--- config.mk ---
export PLATFORM = sky130hd
export DESIGN_NAME = neuron_mac_ctrl_flat
export DESIGN_NICKNAME = d
export VERILOG_FILES = /design/src/rtl/neuron_mac_ctrl_if.sv /design/src/rtl/neuron_mac_ctrl.sv /design/src/flat_wrapper.sv
export SDC_FILE = /design/constraint.sdc
export NUM_CORES = 1
export LEC_CHECK = 0
export ABC_AREA = 0
export CORE_MARGIN = 5
export CORE_UTILIZATION = 25
export DETAILED_ROUTE_END_ITERATION = 10
export RECOVER_POWER = 25
export SLEW_MARGIN = 10
export SYNTH_ARGS = -nofsm -noshare
export SYNTH_HDL_FRONTEND = slang
export SYNTH_SLANG_ARGS = --single-unit
--- constraint.sdc ---
create_clock -name clk -period 2 [get_ports clk]
set_clock_uncertainty 0.05 [all_clocks]
set_input_delay 0.4 -clock clk [delete_from_list [all_inputs] [get_ports clk]]
set_output_delay 0.4 -clock clk [all_outputs]
set_load 0.02 [all_outputs]
--- src/rtl/neuron_mac_ctrl_if.sv ---
// Handshake and data bundle between the neuron MAC stage, its input
// source and the upstream "old value" multiplexer.
interface neuron_mac_ctrl_if #(
  parameter int XW = 7,
  parameter int AW = 14
);
  logic          start;
  logic          in_valid;
  logic          in_ready;
  logic [XW-1:0] x_in;
  logic [XW-1:0] w_in;
  logic [1:0]    old_sel;
  logic [AW-1:0] old_val;
  logic [AW-1:0] acc_out;
  logic          busy;
  logic          done;

  // Environment side: issues start, streams x/w pairs and closes the mux loop.
  modport master (
    output start, in_valid, x_in, w_in, old_val,
    input  in_ready, old_sel, acc_out, busy, done
  );

  // MAC stage side.
  modport slave (
    input  start, in_valid, x_in, w_in, old_val,
    output in_ready, old_sel, acc_out, busy, done
  );
endinterface

--- src/rtl/neuron_mac_ctrl.sv ---
// Sequential multiply-accumulate controller for one neuron. Loads the bias
// through the upstream mux, then accumulates N_INPUTS signed x*w products
// with the running sum fed back through the same mux, saturating at AW bits.
module neuron_mac_ctrl #(
  parameter int N_INPUTS = 4,
  parameter int XW       = 7,
  parameter int AW       = 14
) (
  input logic               clk,
  input logic               rst_n,
  neuron_mac_ctrl_if.slave  bus
);

  localparam int CW = $clog2(N_INPUTS) + 1;
  localparam logic [CW-1:0] LAST_IDX = CW'(N_INPUTS - 1);
  // Saturation limits expressed at the widened sum width.
  localparam logic signed [AW:0] SAT_MAX = {2'b00, {(AW-1){1'b1}}};
  localparam logic signed [AW:0] SAT_MIN = {2'b11, {(AW-1){1'b0}}};

  localparam logic [1:0] SEL_BIAS = 2'b00;
  localparam logic [1:0] SEL_SUM  = 2'b01;
  localparam logic [1:0] SEL_ZERO = 2'b10;

  typedef enum logic [1:0] {
    ST_IDLE = 2'd0,
    ST_LOAD = 2'd1,
    ST_ACC  = 2'd2,
    ST_DONE = 2'd3
  } state_t;

  state_t                 state_q, state_d;
  logic signed [AW-1:0]   acc_q, acc_d;
  logic [CW-1:0]          count_q, count_d;

  logic signed [2*XW-1:0] prod;
  logic signed [AW:0]     sum;
  logic signed [AW-1:0]   sum_sat;
  logic                   accept;

  // A pair is taken only while accumulating; in_ready itself is a pure state decode.
  assign accept = (state_q == ST_ACC) && bus.in_valid;

  // Full-precision product, widened sum and clamp to the AW-bit signed range.
  always_comb begin
    prod = $signed(bus.x_in) * $signed(bus.w_in);
    sum  = (AW+1)'($signed(bus.old_val)) + (AW+1)'(prod);
    if (sum > SAT_MAX) begin
      sum_sat = SAT_MAX[AW-1:0];
    end else if (sum < SAT_MIN) begin
      sum_sat = SAT_MIN[AW-1:0];
    end else begin
      sum_sat = sum[AW-1:0];
    end
  end

  // State and datapath registers; reset discards any partial sum.
  always_ff @(posedge clk or negedge rst_n) begin
    if (!rst_n) begin
      state_q <= ST_IDLE;
      acc_q   <= '0;
      count_q <= '0;
    end else begin
      state_q <= state_d;
      acc_q   <= acc_d;
      count_q <= count_d;
    end
  end

  // Next-state logic: start is only honoured in IDLE.
  always_comb begin
    state_d = state_q;
    case (state_q)
      ST_IDLE: if (bus.start) state_d = ST_LOAD;
      ST_LOAD: state_d = ST_ACC;
      ST_ACC:  if (accept && (count_q == LAST_IDX)) state_d = ST_DONE;
      ST_DONE: state_d = ST_IDLE;
      default: state_d = ST_IDLE;
    endcase
  end

  // Accumulator/count update: bias load in LOAD, saturated MAC on each accept.
  always_comb begin
    acc_d   = acc_q;
    count_d = count_q;
    if (state_q == ST_LOAD) begin
      acc_d   = $signed(bus.old_val);
      count_d = '0;
    end else if (accept) begin
      acc_d   = sum_sat;
      count_d = count_q + CW'(1);
    end
  end

  // Output decode from state only, so the mux select never depends on in_valid.
  always_comb begin
    bus.old_sel  = SEL_ZERO;
    bus.busy     = 1'b0;
    bus.in_ready = 1'b0;
    bus.done     = 1'b0;
    case (state_q)
      ST_LOAD: begin
        bus.old_sel = SEL_BIAS;
        bus.busy    = 1'b1;
      end
      ST_ACC: begin
        bus.old_sel  = SEL_SUM;
        bus.busy     = 1'b1;
        bus.in_ready = 1'b1;
      end
      ST_DONE: bus.done = 1'b1;
      default: ;
    endcase
  end

  assign bus.acc_out = acc_q;

endmodule

--- src/flat_wrapper.sv ---
// flat-port wrapper written by rule: the top's interface ports become plain ports
module neuron_mac_ctrl_flat 
#(
  parameter int N_INPUTS = 4,
  parameter int XW       = 7,
  parameter int AW       = 14
)
  (clk, rst_n, bus_start, bus_in_valid, bus_x_in, bus_w_in, bus_old_val, bus_in_ready, bus_old_sel, bus_acc_out, bus_busy, bus_done);
  neuron_mac_ctrl_if #(.XW(XW), .AW(AW)) bus_i ();
  input logic clk;
  input logic rst_n;
  input wire logic [$bits(bus_i.start)-1:0] bus_start;
  input wire logic [$bits(bus_i.in_valid)-1:0] bus_in_valid;
  input wire logic [$bits(bus_i.x_in)-1:0] bus_x_in;
  input wire logic [$bits(bus_i.w_in)-1:0] bus_w_in;
  input wire logic [$bits(bus_i.old_val)-1:0] bus_old_val;
  output wire logic [$bits(bus_i.in_ready)-1:0] bus_in_ready;
  output wire logic [$bits(bus_i.old_sel)-1:0] bus_old_sel;
  output wire logic [$bits(bus_i.acc_out)-1:0] bus_acc_out;
  output wire logic [$bits(bus_i.busy)-1:0] bus_busy;
  output wire logic [$bits(bus_i.done)-1:0] bus_done;
  assign bus_i.start = bus_start;
  assign bus_i.in_valid = bus_in_valid;
  assign bus_i.x_in = bus_x_in;
  assign bus_i.w_in = bus_w_in;
  assign bus_i.old_val = bus_old_val;
  assign bus_in_ready = bus_i.in_ready;
  assign bus_old_sel = bus_i.old_sel;
  assign bus_acc_out = bus_i.acc_out;
  assign bus_busy = bus_i.busy;
  assign bus_done = bus_i.done;
  neuron_mac_ctrl #(.N_INPUTS(N_INPUTS), .XW(XW), .AW(AW)) u_core (.clk(clk), .rst_n(rst_n), .bus(bus_i));
endmodule
==> impl_metrics.json <==
{
  "outcome": "finished with violations",
  "violations": "negative setup slack",
  "hp-class": "reg -> reg",
  "setup_ws_ns": -2.41,
  "cts_buffers": 3,
  "synth_seq_cells": 19,
  "dieArea_um2": 16600,
  "slew_viol_final": 0,
  "ys_warn_count": 0,
  "rsz0062_at_grt": "true",
  "synthDistinctLibCells": 33,
  "vias": 2887,
  "cts.sinks": 19,
  "power.density_nw_per_um2": 1490,
  "core_um2": 13900,
  "cts-htree-levels": 1,
  "multi_input_area_um2": 2900,
  "fin_nets": 633,
  "critical_path_class": "in -> reg",
  "final_cells": 683,
  "syn-num-nets": 524,
  "nFillCells": 1402,
  "wl_per_cell_um": 12.6,
  "path_clk_slew_ns": 0.05,
  "synth_flop_cell": "dfrtp_1",
  "syn_area_um2": 3540,
  "crit_path_end_kind": "flip-flop",
  "setup_tns_ns": -33.28,
  "drt_iter0_markers": 104,
  "initial_core_util_pct": 25.5,
  "cts_buffer_depth": 2,
  "die_y_um": 129,
  "grt_max_degree": 31,
  "dr.pass1.iters": 4,
  "crit_fanout": 7,
  "grt_pass1_vias": 3189,
  "cts_hold_buf": 0,
  "die_w_um": 129,
  "fmax_ghz": 0.227,
  "root_buffer": "clkbuf_16",
  "ant_nets": 0,
  "area_growth_pct": 41.5,
  "r2r_slack_ns": 0.20,
  "cts_tree": "yes",
  "hpwlAfterDp_mm": 7.54,
  "io_pins": 51,
  "clk-insertion-delay-late_ns": 0.25,
  "post-place-cells": 673,
  "hold_violations": 0,
  "hold_start": "u_core.count_q[2]",
  "antenna_found_initial": 0,
  "async_flop_share_pct": 100,
  "seqCellArea_um2": 475,
  "cap_violations": 0,
  "drive_gt1_share_pct": 28.4,
  "worstHoldEndpoint": "u_core.count_q[2]",
  "synth_cells": 395,
  "port_buffers": 50,
  "gp_congestion": 0.815,
  "reg2reg_from": "u_core.state_q[0]",
  "synth.avg_cell_area_um2": 8.96,
  "finalSetupViolCount": 14,
  "finalCriticalPeriod_ns": 4.41,
  "grtUsageTotal_pct": 10.9,
  "synth_edf_count": 0,
  "fin_util_pct": 36.1,
  "worstPathRequired_ns": 2.06,
  "wirelength_mm": 8.62,
  "antenna_cells": 0,
  "slew_headroom_pct": 28.1,
  "worstPathArrival_ns": 4.47,
  "startpoint_type": "input port",
  "grt_pass1_wl_mm": 14.9,
  "vdd_drop_max_v": 0.000609,
  "route.detailed.drc": 0,
  "worstRegToRegCells": 8,
  "ys_seq_area_share_pct": 13.4,
  "r2r_end": "u_core.bus.acc_out[9]",
  "worst_pin_slew_ns": 1.08,
  "avgViaCountPerCell": 4.23,
  "fp-row-count": 43,
  "power_leakage_uw": 0.00248,
  "period_share_pct": 220,
  "gr-total-overflow": 0,
  "whs_path_depth": 2
}
[how the worst max path moves through the flow]
| stage | from | end | slack (ns) | cells past startpoint |
|---|---|---|---|---|
| CTS | bus_w_in[1] | u_core.bus.acc_out[9] | -2.46 | 19 |
| floorplan | bus_w_in[2] | u_core.bus.acc_out[0] | -2.49 | 17 |
| global route | bus_w_in[0] | u_core.bus.acc_out[9] | -2.61 | 20 |
| global placement | bus_w_in[6] | u_core.bus.acc_out[5] | -3.15 | 18 |
| finish | bus_w_in[1] | u_core.bus.acc_out[9] | -2.41 | 19 |
| detailed placement | bus_w_in[5] | u_core.bus.acc_out[9] | -3.21 | 18 |
[cell families (layout without fill, tap and decap cells)]
logic type | count (synthesis) | after routing | synth area share, %
AOI/OAI and AO/OA | 60 | 60 | 10.8
xor gates and xnor gates | 19 | 19 | 4.91
adders and majority gates | 97 | 97 | 46.0
buffers and inverters | 102 | 210 | 11.2
DFF | 19 | 19 | 13.4
muxes | 1 | 1 | 0.318
and+or+nand+nor | 97 | 97 | 13.4
[what timing repair did]
action,CTS,global route
resized for setup,103,35
setup buffers,2,3
cloned,1,0
pin swaps,49,27
endpoints found under the setup margin,18,14
[through the flow]
| stage | instance area, um2 | hold WS, ns | total power (uW) | setup WS, ns |
|---|---|---|---|---|
| after CTS | 4930 | 0.461 | 7350 | -2.46 |
| after detailed placement | 4730 | 0.464 | 6580 | -3.21 |
| final | 5010 | 0.475 | 7470 | -2.41 |
| after global routing | 5010 | 0.530 | 8250 | -2.61 |
| after floorplan | 3610 | 0.0544 | 4560 | -2.49 |
| after global placement | 4730 | 0.449 | 6490 | -3.15 |
[layer usage]
metal | share of wire, % | vias to the layer above | global-route usage (%)
met5 | 0 | - | 0
met4 | 0.31 | 0 | 0.988
met3 | 3.5 | 2 | 1.87
met2 | 55 | 30 | 20.4
met1 | 41 | 1420 | 13.5
li1 | - | 1435 | -
[registers in the layout (all words and copies together) (netlist names)]
name and cells:
u_core.state_q 2, u_core.count_q 3, u_core.bus.acc_out 14
[worst max-delay path, cell delays in order]
cell      delay (ns)
buf_8           0.10
and2_4          0.17
fa_2            0.60
inv_2           0.07
fa_1            0.48
inv_1           0.05
fa_1            0.47
inv_1           0.05
fa_2            0.52
inv_2           0.04
ha_4            0.16
a211o_1         0.30
o21ai_2         0.15
a21boi_2        0.08
or3b_1          0.39
o211ai_2        0.09
buf_6           0.15
buf_12          0.11
o211ai_1        0.10
[power breakdown]
group	switching [uW]	internal, uW	total, uW
sequential	121	583	704
clock	145	271	416
combinational	3090	3260	6350
[layout by cell type (no fill, tap or decap), types with 8 or more instances in the layout]
cell / count
xnor2_1: 9
nor2_1: 21
nand2_1: 25
inv_1: 79
buf_4: 63
fa_1: 51
o211ai_1: 13
inv_2: 13
dfrtp_1: 19
ha_4: 9
a21oi_1: 22
ha_1: 30
and2_4: 10
xor2_1: 8
and2_1: 24
clkdlybuf4s50_1: 28
[final cells by class]
type | instances | share of cell area, %
inverters | 93 | 7.02
well taps | 180 | 4.50
flip-flops and latches | 19 | 9.49
repair buffers | 113 | 19.5
clock buffers | 4 | 1.57
multi-input cells | 274 | 57.9
[synthesized netlist by cell type (all sizes together) (7+ instances only)]
library cell	n	area (um2)
xnor2	11	104
inv	93	349
ha	42	526
fa	55	1100
xor2	8	70.1
dfrtp	19	475
nor2	25	93.8
nand2	28	105
o211ai	14	110
and2	34	213
o21ai	7	38.8
a21oi	25	125
Power figures use the tool's default switching activity.
